### src/rtl/usb_tx_sched_if.sv
// Bundle of the usb_tx_sched request/grant, back-pressure and serial-out signals.
// slave = the scheduler, master = requesters plus the downstream CRC/wire path.
interface usb_tx_sched_if;
    logic        hs_req;
    logic [7:0]  hs_pid;
    logic        hs_ack;
    logic        tok_req;
    logic [7:0]  tok_pid;
    logic [6:0]  tok_addr;
    logic [3:0]  tok_endp;
    logic        tok_ack;
    logic        data_req;
    logic [7:0]  data_pid;
    logic [63:0] data_payload;
    logic        data_ack;
    logic        hold;
    logic        tx_done;
    logic        s_out;
    logic        start;
    logic        endr;
    logic [1:0]  pkt_type;
    logic        busy;

    modport slave (
        input  hs_req, hs_pid, tok_req, tok_pid, tok_addr, tok_endp,
        input  data_req, data_pid, data_payload, hold, tx_done,
        output hs_ack, tok_ack, data_ack, s_out, start, endr, pkt_type, busy
    );

    modport master (
        output hs_req, hs_pid, tok_req, tok_pid, tok_addr, tok_endp,
        output data_req, data_pid, data_payload, hold, tx_done,
        input  hs_ack, tok_ack, data_ack, s_out, start, endr, pkt_type, busy
    );
endinterface

### src/rtl/usb_tx_sched.sv
// USB transmit scheduler: fixed-priority grant, bit-serial SYNC/PID/payload feed to CRC stage.
// Optional inter-packet gap state enabled by defining USB_TX_IPG_EN.
module usb_tx_sched #(
    parameter int IPG_CYCLES = 8
) (
    input  logic            clk,
    input  logic            rst_n,
    usb_tx_sched_if.slave   sched
);

    localparam logic [7:0] SYNC     = 8'h80;   // seven 0s then a 1, LSB first on the wire
    localparam int         LEN_HS   = 16;
    localparam int         LEN_TOK  = 27;
    localparam int         LEN_DATA = 80;

    localparam logic [1:0] PT_DATA  = 2'd0;
    localparam logic [1:0] PT_TOK   = 2'd1;
    localparam logic [1:0] PT_HS    = 2'd2;

    if (IPG_CYCLES < 1 || IPG_CYCLES > 63) begin : g_ipg_range_bad
        $error("usb_tx_sched: IPG_CYCLES must be 1..63");
    end

`ifdef USB_TX_IPG_EN
    typedef enum logic [1:0] {S_IDLE, S_SEND, S_WAIT_DONE, S_GAP} state_e;
`else
    typedef enum logic [1:0] {S_IDLE, S_SEND, S_WAIT_DONE} state_e;
`endif

    state_e      state_q, state_d;
    logic [79:0] shift_q, shift_d;
    logic [6:0]  bit_cnt_q, bit_cnt_d;
    logic        first_q, first_d;
    logic [1:0]  pkt_type_q, pkt_type_d;
`ifdef USB_TX_IPG_EN
    logic [5:0]  gap_cnt_q, gap_cnt_d;
`endif

    logic idle, xfer, last_bit;
    logic grant_hs, grant_tok, grant_data;

    assign idle       = (state_q == S_IDLE);
    assign xfer       = (state_q == S_SEND) && !sched.hold;
    assign last_bit   = (bit_cnt_q == 7'd0);
    assign grant_hs   = idle && sched.hs_req;
    assign grant_tok  = idle && !sched.hs_req && sched.tok_req;
    assign grant_data = idle && !sched.hs_req && !sched.tok_req && sched.data_req;

    always_ff @(posedge clk or negedge rst_n) begin
        if (!rst_n) begin
            state_q    <= S_IDLE;
            shift_q    <= '0;
            bit_cnt_q  <= '0;
            first_q    <= 1'b0;
            pkt_type_q <= '0;
        end else begin
            state_q    <= state_d;
            shift_q    <= shift_d;
            bit_cnt_q  <= bit_cnt_d;
            first_q    <= first_d;
            pkt_type_q <= pkt_type_d;
        end
    end

`ifdef USB_TX_IPG_EN
    always_ff @(posedge clk or negedge rst_n) begin
        if (!rst_n) gap_cnt_q <= '0;
        else        gap_cnt_q <= gap_cnt_d;
    end
`endif

    always_comb begin
        state_d    = state_q;
        shift_d    = shift_q;
        bit_cnt_d  = bit_cnt_q;
        first_d    = first_q;
        pkt_type_d = pkt_type_q;
`ifdef USB_TX_IPG_EN
        gap_cnt_d  = gap_cnt_q;
`endif
        case (state_q)
            S_IDLE: begin
                if (grant_hs) begin
                    shift_d    = {64'b0, sched.hs_pid, SYNC};
                    bit_cnt_d  = 7'(LEN_HS - 1);
                    pkt_type_d = PT_HS;
                    first_d    = 1'b1;
                    state_d    = S_SEND;
                end else if (grant_tok) begin
                    shift_d    = {53'b0, sched.tok_endp, sched.tok_addr, sched.tok_pid, SYNC};
                    bit_cnt_d  = 7'(LEN_TOK - 1);
                    pkt_type_d = PT_TOK;
                    first_d    = 1'b1;
                    state_d    = S_SEND;
                end else if (grant_data) begin
                    shift_d    = {sched.data_payload, sched.data_pid, SYNC};
                    bit_cnt_d  = 7'(LEN_DATA - 1);
                    pkt_type_d = PT_DATA;
                    first_d    = 1'b1;
                    state_d    = S_SEND;
                end
            end
            S_SEND: begin
                // hold freezes everything, so s_out keeps presenting the pending bit
                if (xfer) begin
                    shift_d = {1'b0, shift_q[79:1]};
                    first_d = 1'b0;
                    if (last_bit) begin
                        bit_cnt_d = '0;
                        state_d   = S_WAIT_DONE;
                    end else begin
                        bit_cnt_d = bit_cnt_q - 7'd1;
                    end
                end
            end
            S_WAIT_DONE: begin
                if (sched.tx_done) begin
`ifdef USB_TX_IPG_EN
                    gap_cnt_d = 6'(IPG_CYCLES - 1);
                    state_d   = S_GAP;
`else
                    state_d   = S_IDLE;
`endif
                end
            end
`ifdef USB_TX_IPG_EN
            S_GAP: begin
                if (gap_cnt_q == 6'd0) state_d = S_IDLE;
                else                   gap_cnt_d = gap_cnt_q - 6'd1;
            end
`endif
            default: state_d = S_IDLE;
        endcase
    end

    // acks are combinational so the grant lands in the request cycle; gated off during reset
    assign sched.hs_ack   = rst_n && grant_hs;
    assign sched.tok_ack  = rst_n && grant_tok;
    assign sched.data_ack = rst_n && grant_data;

    assign sched.s_out    = shift_q[0];
    assign sched.start    = xfer && first_q;
    assign sched.endr     = xfer && last_bit;
    assign sched.pkt_type = pkt_type_q;
    assign sched.busy     = !idle;

endmodule

### src/flat_wrapper.sv
// flat-port wrapper written by rule: the top's interface ports become plain ports
module usb_tx_sched_flat 
#(
    parameter int IPG_CYCLES = 8
)
  (clk, rst_n, sched_hs_req, sched_hs_pid, sched_tok_req, sched_tok_pid, sched_tok_addr, sched_tok_endp, sched_data_req, sched_data_pid, sched_data_payload, sched_hold, sched_tx_done, sched_hs_ack, sched_tok_ack, sched_data_ack, sched_s_out, sched_start, sched_endr, sched_pkt_type, sched_busy);
  usb_tx_sched_if sched_i ();
  input  logic clk;
  input  logic rst_n;
  input wire logic [$bits(sched_i.hs_req)-1:0] sched_hs_req;
  input wire logic [$bits(sched_i.hs_pid)-1:0] sched_hs_pid;
  input wire logic [$bits(sched_i.tok_req)-1:0] sched_tok_req;
  input wire logic [$bits(sched_i.tok_pid)-1:0] sched_tok_pid;
  input wire logic [$bits(sched_i.tok_addr)-1:0] sched_tok_addr;
  input wire logic [$bits(sched_i.tok_endp)-1:0] sched_tok_endp;
  input wire logic [$bits(sched_i.data_req)-1:0] sched_data_req;
  input wire logic [$bits(sched_i.data_pid)-1:0] sched_data_pid;
  input wire logic [$bits(sched_i.data_payload)-1:0] sched_data_payload;
  input wire logic [$bits(sched_i.hold)-1:0] sched_hold;
  input wire logic [$bits(sched_i.tx_done)-1:0] sched_tx_done;
  output wire logic [$bits(sched_i.hs_ack)-1:0] sched_hs_ack;
  output wire logic [$bits(sched_i.tok_ack)-1:0] sched_tok_ack;
  output wire logic [$bits(sched_i.data_ack)-1:0] sched_data_ack;
  output wire logic [$bits(sched_i.s_out)-1:0] sched_s_out;
  output wire logic [$bits(sched_i.start)-1:0] sched_start;
  output wire logic [$bits(sched_i.endr)-1:0] sched_endr;
  output wire logic [$bits(sched_i.pkt_type)-1:0] sched_pkt_type;
  output wire logic [$bits(sched_i.busy)-1:0] sched_busy;
  assign sched_i.hs_req = sched_hs_req;
  assign sched_i.hs_pid = sched_hs_pid;
  assign sched_i.tok_req = sched_tok_req;
  assign sched_i.tok_pid = sched_tok_pid;
  assign sched_i.tok_addr = sched_tok_addr;
  assign sched_i.tok_endp = sched_tok_endp;
  assign sched_i.data_req = sched_data_req;
  assign sched_i.data_pid = sched_data_pid;
  assign sched_i.data_payload = sched_data_payload;
  assign sched_i.hold = sched_hold;
  assign sched_i.tx_done = sched_tx_done;
  assign sched_hs_ack = sched_i.hs_ack;
  assign sched_tok_ack = sched_i.tok_ack;
  assign sched_data_ack = sched_i.data_ack;
  assign sched_s_out = sched_i.s_out;
  assign sched_start = sched_i.start;
  assign sched_endr = sched_i.endr;
  assign sched_pkt_type = sched_i.pkt_type;
  assign sched_busy = sched_i.busy;
  usb_tx_sched #(.IPG_CYCLES(IPG_CYCLES)) u_core (.clk(clk), .rst_n(rst_n), .sched(sched_i));
endmodule
### config.mk
export PLATFORM = sky130hd
export DESIGN_NAME = usb_tx_sched_flat
export DESIGN_NICKNAME = d
export VERILOG_FILES = /design/src/rtl/usb_tx_sched_if.sv /design/src/rtl/usb_tx_sched.sv /design/src/flat_wrapper.sv
export SDC_FILE = /design/constraint.sdc
export NUM_CORES = 1
export LEC_CHECK = 0
export ABC_AREA = 1
export CORE_MARGIN = 2
export CORE_UTILIZATION = 50
export CTS_CLUSTER_DIAMETER = 60
export DETAILED_ROUTE_END_ITERATION = 10
export PLACE_DENSITY = 0.8
export RECOVER_POWER = 25
export SLEW_MARGIN = 20
export SYNTH_ARGS = -nofsm -noshare
export SYNTH_HDL_FRONTEND = slang
export SYNTH_SLANG_ARGS = --single-unit
### constraint.sdc
create_clock -name clk -period 1.8 [get_ports clk]
set_input_delay 0.54 -clock clk [delete_from_list [all_inputs] [get_ports clk]]
set_output_delay 0.54 -clock clk [all_outputs]
set_load 0.02 [all_outputs]
==> impl_metrics.yaml, run 1 <==
worst_setup_path:
  endpoint_kind: "primary output"
  r2r-start: "u_core.state_q[0]"
  path_cells: "inv_2, ha_4, nand2_4, nor2_4, inv_2, nor2_2, buf_6"
  reg2reg_depth: 14
  path_class: "register to primary output"
  worstPathMaxFanout: 2
  rrSetupSlack_ps: 20
  crit_start: "u_core.bit_cnt_q[0]"
  crit_slowest_cell: "dfrtp_1"
  slowest_delay_ps: 410
  worstSetupStartpointType: "register"
  critPathArrivalTime_ps: 1460
  crit_top_cell: "inv_2"
  cp.required_ps: 1260
  worstReg2RegEnd: "u_core.shift_q[77]"
cells_and_area:
  stdcell_area_um2: 7030
  synthToLayoutAreaGrowth_pct: 44.5
  fillers: 729
  finalNonFillerCells: 992
  final_nets: 962
  layout-drive-gt1-share_pct: 14.0
  antenna_cells: 0
clocking:
  h-tree-depth: 3
  cts-hold-fix-buffers: 0
  cts_tree: "built"
  clockBufferDepth: 2
  cts_made_buffers: 9
  clk_latency_ps: 360
  clkSlewWorstSetupHoldPaths_ps: 90
  numClockSinks: 92
  ctsRootBufferMaster: "clkbuf_8"
power:
  p_per_area_nw_per_um2: 1500
  power_leakage_uw: 0.00370
  ir_drop_mv: 0.872
die:
  chipWidth_um: 103
  design.core.area_um2: 9590
  num_io_pins: 115
  initial_core_util_pct: 50.7
  rows: 36
  die_h_um: 103
  dieArea_um2: 10500
timing:
  final_hold_viol_count: 0
  max_freq_mhz: 500
  setup_viol_count_final: 5
  tightest_slew_ps: 847
  finalCriticalPeriod_ps: 2000
  slew_violations: 0
  grt_setup_unrepaired: "true"
  finClkSkew_ps: 10.7
  fin_tns_setup_ps: -638
  max-slew-margin-rel_pct: 43.5
  fin_ws_ps: -198
  fin_crit_sh_pct: 111
status:
  violations: "setup timing"
  status: "finished with violations"
detailed_routing:
  vias: 5088
  wire_per_inst_um: 14.5
  drc_errors: 0
  via_per_inst: 5.13
  dr.pass1.iters: 6
  drtAntennaViolNets: 0
  drt_iter0_drc: 410
  wl_um: 14400
placed_design:
  portBuffers: 114
  placed_cells: 953
  place.gp.congestion: 0.809
  place_area_um2: 6400
  dp_hpwl_um: 8500
synthesis:
  syn_avg_cell_area_um2: 6.93
  ys_seq_area_share_pct: 47.3
  yosysWarnings: 0
  synthCells: 702
  ys_seq_elements: 92
  netlist_area_um2: 4870
  syn-num-nets: 810
  synth_cell_type_count: 23
global_routing:
  grt_pass1_vias: 4671
  grt_usage_pct: 24.4
  grt_pass1_wl_um: 20500
  antenna_found_initial: 0
  grt-ovfl-total: 0
  grt_max_degree: 60
hold_path:
  hold_path.class: "primary input to asynchronous set/reset pin"
job:
  maxCapViolations: 0
## cell usage after synthesis
| cell type | number | area share, % |
|---|---|---|
| nand2_1 | 426 | 33 |
| nand2_2 | 4 | 0.51 |
| xor2_1 | 1 | 0.18 |
| nor2_4 | 1 | 0.23 |
| nand3b_1 | 1 | 0.15 |
| nor4_1 | 1 | 0.13 |
| dfrtp_1 | 92 | 47 |
| o22ai_1 | 7 | 0.90 |
| inv_2 | 5 | 0.39 |
| nor2_2 | 2 | 0.26 |
| inv_1 | 26 | 2.0 |
| clkbuf_1 | 5 | 0.39 |
| buf_2 | 16 | 1.6 |
| buf_1 | 4 | 0.31 |
| nand3_1 | 48 | 4.9 |
| buf_6 | 1 | 0.23 |
| o21ai_0 | 7 | 0.72 |
| nor2_1 | 15 | 1.2 |
| buf_4 | 14 | 2.2 |
| a21oi_1 | 5 | 0.51 |
| nand4_1 | 18 | 2.3 |
| ha_1 | 2 | 0.51 |
| o21ai_2 | 1 | 0.18 |
## where the power goes
part	switching [uW]	internal [uW]	total [uW]
registers	427	2880	3310
clock network	740	543	1280
logic	3330	2610	5940
## flip-flops by register name (all words and copies together) (netlist names)
register	cells
u_core.first_q	1
u_core.bit_cnt_q	7
u_core.sched.pkt_type	2
u_core.state_q	2
u_core.shift_q	80
## per-stage QoR
stage	setup slack [ps]	utilization (%)	hold WS, ps	total power, uW
3_5_place_dp	-776	66.7	465	8100
3_3_place_gp	-719	66.7	457	7920
6_report	-198	73.3	415	10500
5_1_grt	-234	73.3	495	11300
2_1_floorplan	2.63	-	244	6440
4_1_cts	-178	69.3	216	9490
## critical path, delay by kind of cell (launching register included)
| kind | cells | cell delay, ps |
|---|---|---|
| adders and majority gates | 1 | 140 |
| buffers and inverters | 3 | 280 |
| DFF | 1 | 410 |
| and+or+nand+nor | 3 | 250 |
## worst max path at each step
stage                          to  slack [ps]  cells after the start
global placement    sched_tok_ack        -720                      6
finish                 sched_endr        -200                      7
detailed placement  sched_tok_ack        -780                      6
CTS                    sched_endr        -180                      7
global route           sched_endr        -230                      7
floorplan           sched_tok_ack           3                      6
## cell families after synthesis
family / synth area share (%)
DFF: 47.3
adders and majority gates: 0.514
and+or+nand+nor: 42.6
buffers and inverters: 7.12
AOI/OAI and AO/OA: 2.31
xor gates and xnor gates: 0.180
## cell usage in the layout, fill, tap and decap left out, types with 8 or more instances in the layout
cell type        netlist  final
nor2_1                15      8
clkbuf_8               0     10
inv_1                 26     20
buf_6                  1     12
nand3_1               48     48
buf_12                 0     10
nand2_1              426    422
nand4_1               18     18
clkdlybuf4s50_1        0    101
dfrtp_1               92     92
buf_4                 14     42
## timing repair
item | 4_1_cts | 5_1_grt
gates resized for setup | 57 | 34
setup endpoints to repair | 63 | 89
gates cloned | 0 | 9
setup buffers | 5 | 11
pin swaps | 10 | 7
## layout make-up
class	instances	area [um^2]	share of cell area, %
clock buffer	11	141	2.01
clock inverter	5	36.3	0.516
inverter	31	141	2.01
multi-input combinational	539	2330	33.1
sequential	92	2300	32.7
tap	133	166	2.37
timing repair buffer	181	1910	27.2
## routing by layer
layer / vias to the layer above / GRT usage, % / share of wire, %
met5: - / 0 / 0
met4: 0 / 9.74 / 2.3
met3: 38 / 4.34 / 6.8
met2: 217 / 41.4 / 48
met1: 2353 / 31.2 / 43
li1: 2480 / - / -
Note: power is estimated with default switching activity, not from simulation.
==> run 2, diff against run 1 <==
Settings changed: ABC_AREA 1 to 0, CORE_UTILIZATION 50 to 49.
==> run 2 against run 1 <==
Against the previous run:
- die area fell by 4.7%
- via count fell by 16%
- largest cell class is now sequential cells
- the run still ends with setup timing left
- flip-flop and latch count did not move
- final area fell by 4.2%
- clock skew rose by 2.4 ps
- critical path type unchanged
- first-iteration DRC count fell by 63%
==> impl_metrics.yaml, run 2 <==
global_routing:
  grt_pass1_wl_um: 19700
  gr-usage-met2_pct: 40.2
  grt-ovfl-total: 0
  grt_max_degree: 62
  grt_use_met1_pct: 33.2
  antenna_found_initial: 0
  grt.busiest_layer: "met2"
  grtUsageMet3_pct: 4.39
  grt_pass1_vias: 4114
  grt_usage_pct: 24.2
synthesis:
  synth.most_common_cell: "nor2_1"
  async_flop_share_pct: 100
  yosysWarnings: 0
  synthTopCellsByCount: "nor2_1 (113), dfrtp_1 (92), a221oi_1 (59), clkbuf_1 (19), nand2_1 (19)"
  synthCells: 466
  synth_top_cell_area_share_pct: 50.8
  netlist_area_um2: 4530
  synth_edf_count: 0
  ys_top_cells_by_area: "dfrtp_1 (51%), a221oi_1 (11%), nor2_1 (9.4%), a22oi_2 (1.9%), a31o_2 (1.9%)"
  synthFlopType: "dfrtp_1"
  ys_seq_area_share_pct: 50.8
  yosysTopAreaCell: "dfrtp_1"
  syn_avg_cell_area_um2: 9.73
  synth_cell_type_count: 45
  ys_seq_elements: 92
  syn-num-nets: 574
timing:
  max-slew-margin-rel_pct: 0.371
  slew_violations: 0
  fin_ws_ps: -490
  final_hold_viol_count: 0
  fin_crit_sh_pct: 127
  max_freq_mhz: 437
  grt_setup_unrepaired: "true"
  tightest_slew_ps: 1490
  finalCriticalPeriod_ps: 2290
  hold-worst-slack_ps: 485
  finClkSkew_ps: 13.1
  setup_viol_count_final: 38
detailed_routing:
  vias: 4260
  via_per_inst: 5.88
  wl_um: 12400
  dr.pass1.iters: 6
  wire_per_inst_um: 17.1
  drt_iter0_drc: 152
  drc_errors: 0
  drtAntennaViolNets: 0
cells_and_area:
  seq_area_um2: 2300
  fillers: 613
  stdcell_area_um2: 6740
  largest_register_ffs: 80
  final_nets: 717
  layout_common_cells: "nor2_1 (105), clkdlybuf4s50_1 (100), dfrtp_1 (91), buf_4 (38), a221oi_2 (30)"
  largest-register: "u_core.shift_q"
  multiInputGateArea_um2: 2260
  top_regs: "u_core.shift_q x80, u_core.bit_cnt_q x7"
  antenna_cells: 0
  final_common_cell: "nor2_1"
  layout-drive-gt1-share_pct: 25.3
  synthToLayoutAreaGrowth_pct: 48.6
worst_setup_path:
  path_class: "register to primary output"
  crit_slowest_cell: "or4_4"
  crit_buf_inv: 1
  cp_top_family: "simple AND/OR/NAND/NOR gates"
  worstSetupStartpointType: "register"
  critPathArrivalTime_ps: 1750
  path_cells: "or4_4, or2_4, nor2_4, buf_6"
  worstPathMaxFanout: 2
  endpoint_kind: "primary output"
  cp.required_ps: 1260
  slowest_delay_ps: 540
job:
  maxCapViolations: 0
power:
  p_per_area_nw_per_um2: 1310
  p_comb_share_pct: 42.7
  ir_drop_mv: 0.607
  p_sw_uw: 3020
  seqPwrFrac_pct: 40.0
  power.internal_uw: 5810
  power_leakage_uw: 0.00275
  clkPwrFrac_pct: 17.3
  p_sw_share_pct: 34.2
placed_design:
  dp_hpwl_um: 7940
  place.gp.congestion: 0.841
  place_area_um2: 6040
  portBuffers: 114
clocking:
  h-tree-depth: 3
  ctsRootBufferMaster: "clkbuf_8"
  numClockSinks: 92
  clkSlewWorstSetupHoldPaths_ps: 90
  cts_made_buffers: 9
  cts-hold-fix-buffers: 0
  cts_tree: "built"
  clockBufferDepth: 2
  clk_latency_ps: 360
die:
  initial_core_util_pct: 49.8
  dieArea_um2: 10000
  die_h_um: 100
  rows: 35
  num_io_pins: 115
  chipWidth_um: 100
  design.core.area_um2: 9110
status:
  status: "finished with violations"
  violations: "setup timing"
hold_path:
  hold_path.class: "register to register"
[run 2: routing by layer]
layer | share of wire, % | vias up
met1 | 42 | 2124
li1 | - | 1984
met3 | 5.9 | 17
met5 | 0 | -
met4 | 1.4 | 0
met2 | 50 | 135
[run 2: stage by stage]
step / power [uW] / TNS [ps] / std cells / worst slack, ps / util, %
3_5_place_dp: 6770 / -50780 / 692 / -729 / 66.4
2_1_floorplan: 5600 / -76.5 / 466 / -76.5 / -
3_3_place_gp: 6590 / -48410 / 692 / -695 / 66.4
6_report: 8830 / -2380 / 724 / -490 / 74.0
4_1_cts: 8410 / -1110 / 716 / -523 / 70.3
5_1_grt: 9420 / -13440 / 724 / -540 / 74.0
[run 2: tightest hold or removal path, delay by kind of cell, from the launching register on]
family | cells | cell delay, ps
AND/OR/NAND/NOR | 1 | 50
AO/OA/AOI/OAI | 1 | 60
flip-flops | 1 | 340
[run 2: logic make-up (layout without fill, tap and decap cells)]
| family | after synthesis | after routing | synth area share (%) |
|---|---|---|---|
| simple gates | 165 | 165 | 15.7 |
| compound gates | 152 | 152 | 27.1 |
| flops | 92 | 92 | 50.8 |
| buf+inv | 55 | 202 | 5.85 |
| fa+ha+maj | 2 | 2 | 0.552 |
[run 2: area by class of cell]
cell class	count	share of cell area [%]
Inverter	14	0.780
Multi-Input combinational cell	319	33.6
Clock inverter	4	1.10
Timing Repair Buffer	173	26.2
Sequential cell	92	34.2
Clock buffer	11	2.10
Tap cell	111	2.06
[run 2: power groups by stage]
stage | logic [uW] | clock network, uW | registers (uW)
final | 3770 | 1520 | 3540
after global routing | 4150 | 1640 | 3640
after CTS | 3390 | 1550 | 3470
after detailed placement | 3280 | 0 | 3490
after global placement | 3150 | 0 | 3440
after floorplan | 2190 | 0 | 3410
[run 2: repair_timing]
action | in CTS | in global routing
setup endpoints to repair | 94 | 53
setup buffers | 10 | 8
cloned | 0 | 1
resized for setup | 60 | 53
pin swaps | 7 | 6
[run 2: final timing paths]
kind | slack, ps | cells past startpoint | from | to
setup / recovery | -490 | 4 | u_core.bit_cnt_q[3] | sched_endr
hold / removal | 490 | 2 | u_core.shift_q[24] | u_core.shift_q[24]
setup reg to reg | 20 | 7 | u_core.state_q[0] | u_core.shift_q[15]
hold reg to reg | 490 | 2 | u_core.shift_q[24] | u_core.shift_q[24]
max in group asynchronous | -60 | 3 | rst_n | u_core.state_q[0]
min in group asynchronous | 640 | 2 | rst_n | u_core.bit_cnt_q[2]
==> run 3, diff against run 2 <==
Settings changed: CAP_MARGIN set to 20, CORE_UTILIZATION 49 to 45, PLACE_DENSITY 0.8 to 0.77.
Clock period 1.8 ns to 1.9 ns, I/O delays scaled along.
==> run 3 against run 2 <==
Against the previous run:
- the flow still finishes with violations (setup timing)
- count of clock-buffer cells in the layout fell by 1
- clock power fell by 9.9%
- via count fell by 5.5%
- global-route usage fell by 2.3 points
- wire length fell by 5.6%
- sequential share of layout area rose by 2.0 points
- die area rose by 8.5%
- critical endpoint unchanged
- largest cell class unchanged
==> impl_metrics.yaml, run 3 (synthesized netlist as in run 2, its figures left out) <==
status:
  status: "finished with violations"
  violations: "setup timing"
timing:
  finClkSkew_ps: 9.78
  fin_ws_ps: -412
  fin_tns_setup_ps: -711
  fin_crit_sh_pct: 122
  max-slew-margin-rel_pct: 46.3
  setup_viol_count_final: 5
  tightest_slew_ps: 806
  final_hold_viol_count: 0
  max_freq_mhz: 432
  finalCriticalPeriod_ps: 2310
  slew_violations: 0
  grt_setup_unrepaired: "true"
clocking:
  cts-hold-fix-buffers: 0
  cts_made_buffers: 9
  clkSlewWorstSetupHoldPaths_ps: 90
  h-tree-depth: 3
  numClockSinks: 92
  clockBufferDepth: 2
  clk_latency_ps: 360
  ctsRootBufferMaster: "clkbuf_8"
  cts_tree: "built"
placed_design:
  dp_hpwl_um: 7960
  portBuffers: 114
  pre_cts_ws_ps: -695
  place.gp.congestion: 0.864
cells_and_area:
  seq_area_um2: 2300
  final_common_cell: "nor2_1"
  fillers: 805
  layout-drive-gt1-share_pct: 18.2
  top_regs: "u_core.shift_q x80, u_core.bit_cnt_q x7"
  largest_register_ffs: 80
  synthToLayoutAreaGrowth_pct: 40.4
  multiInputGateArea_um2: 2090
  final_nets: 702
  antenna_cells: 0
  largest-register: "u_core.shift_q"
  layout_common_cells: "nor2_1 (111), clkdlybuf4s50_1 (100), dfrtp_1 (92), a221oi_1 (51), buf_4 (33)"
detailed_routing:
  wl_um: 11700
  via_per_inst: 5.50
  drtAntennaViolNets: 0
  drt_iter0_drc: 208
  drc_errors: 0
  wire_per_inst_um: 16.0
  dr.pass1.iters: 4
  vias: 4026
die:
  chipWidth_um: 104
  dieArea_um2: 10900
  num_io_pins: 115
  initial_core_util_pct: 46.4
  design.core.area_um2: 9770
  die_h_um: 104
  rows: 36
power:
  p_per_area_nw_per_um2: 1230
  ir_drop_mv: 0.665
  power_leakage_uw: 0.00263
  power_uw: 7800
worst_setup_path:
  cp.required_ps: 1330
  path_cells: "or4_4, or2_4, nor2_4, buf_6"
  slowest_delay_ps: 540
  endpoint_kind: "primary output"
  worstSetupStartpointType: "register"
  worstPathMaxFanout: 2
  rrSetupSlack_ps: 90
  critPathArrivalTime_ps: 1740
  crit_buf_inv: 1
  cp_top_family: "simple AND/OR/NAND/NOR gates"
  crit_slowest_cell: "or4_4"
  path_class: "register to primary output"
global_routing:
  grt-ovfl-total: 0
  grt_max_degree: 62
  grt_usage_pct: 21.9
  antenna_found_initial: 0
  grt_pass1_vias: 4014
  grt_pass1_wl_um: 19700
job:
  maxCapViolations: 0
hold_path:
  hold_path.class: "register to register"
## run 3: cell types whose count changed in the layout (fill, tap and decap cells not counted), moves of 3 or more
cell,change
buf_6,-8
a221oi_1,+23
a221oi_2,-22
inv_6,+3
nor2_2,-5
nor2_1,+6
buf_12,-4
buf_4,-5
## run 3: power breakdown
group	switching [uW]	leakage [uW]	internal, uW
Combinational	1510	0.00151	1630
Sequential	465	0.00101	2820
Clock	716	0.000104	656
Total	2700	0.00263	5110
## run 3: repair_timing
action                                  CTS  global route
gates cloned                              0             0
setup buffers                             5             0
endpoints found under the setup margin   87            54
pin swaps                                 6             3
gates resized for setup                  51            15
## run 3: final cells by class
cell class | instances | area share, %
Tap cell | 133 | 2.61
Clock buffer | 10 | 2.16
Multi-Input combinational cell | 319 | 32.8
Clock inverter | 6 | 1.08
Sequential cell | 92 | 36.2
Timing Repair Buffer | 158 | 24.4
Inverter | 14 | 0.825
## run 3: worst reg2reg max path, cell delays in order, from the launching register on
cell	delay (ps)
dfrtp_1	380
buf_4	150
buf_12	180
nor4_4	60
a211o_4	370
buf_12	190
a221oi_1	270
nor2_1	80
## run 3: metrics by stage
stage / cell area [um^2] / hold slack (ps) / utilization [%] / std cells
finish: 6370 / 489 / 65.1 / 732
global route: 6370 / 510 / 65.1 / 732
CTS: 6300 / 257 / 64.4 / 732
detailed placement: 6020 / 464 / 61.6 / 711
global placement: 6020 / 451 / 61.6 / 711
floorplan: 4540 / 274 / - / 466
## run 3: per-layer routing
| metal | track usage [%] | up-vias | routed length (um) |
|---|---|---|---|
| met5 | 0 | - | 0 |
| met4 | 6.08 | 0 | 110 |
| met3 | 5.08 | 9 | 727 |
| met2 | 34.9 | 116 | 5570 |
| met1 | 30.1 | 1941 | 5300 |
| li1 | - | 1960 | - |
## run 3: final timing paths
check                                      endpoint  cells after the start                start
worst max-delay path                     sched_endr                      4  u_core.bit_cnt_q[5]
worst min-delay path             u_core.shift_q[79]                      2   u_core.shift_q[79]
worst max register to register   u_core.shift_q[45]                      7    u_core.state_q[0]
worst min register to register   u_core.shift_q[79]                      2   u_core.shift_q[79]
max in group asynchronous       u_core.bit_cnt_q[1]                      3                rst_n
min in group asynchronous            u_core.first_q                      2                rst_n
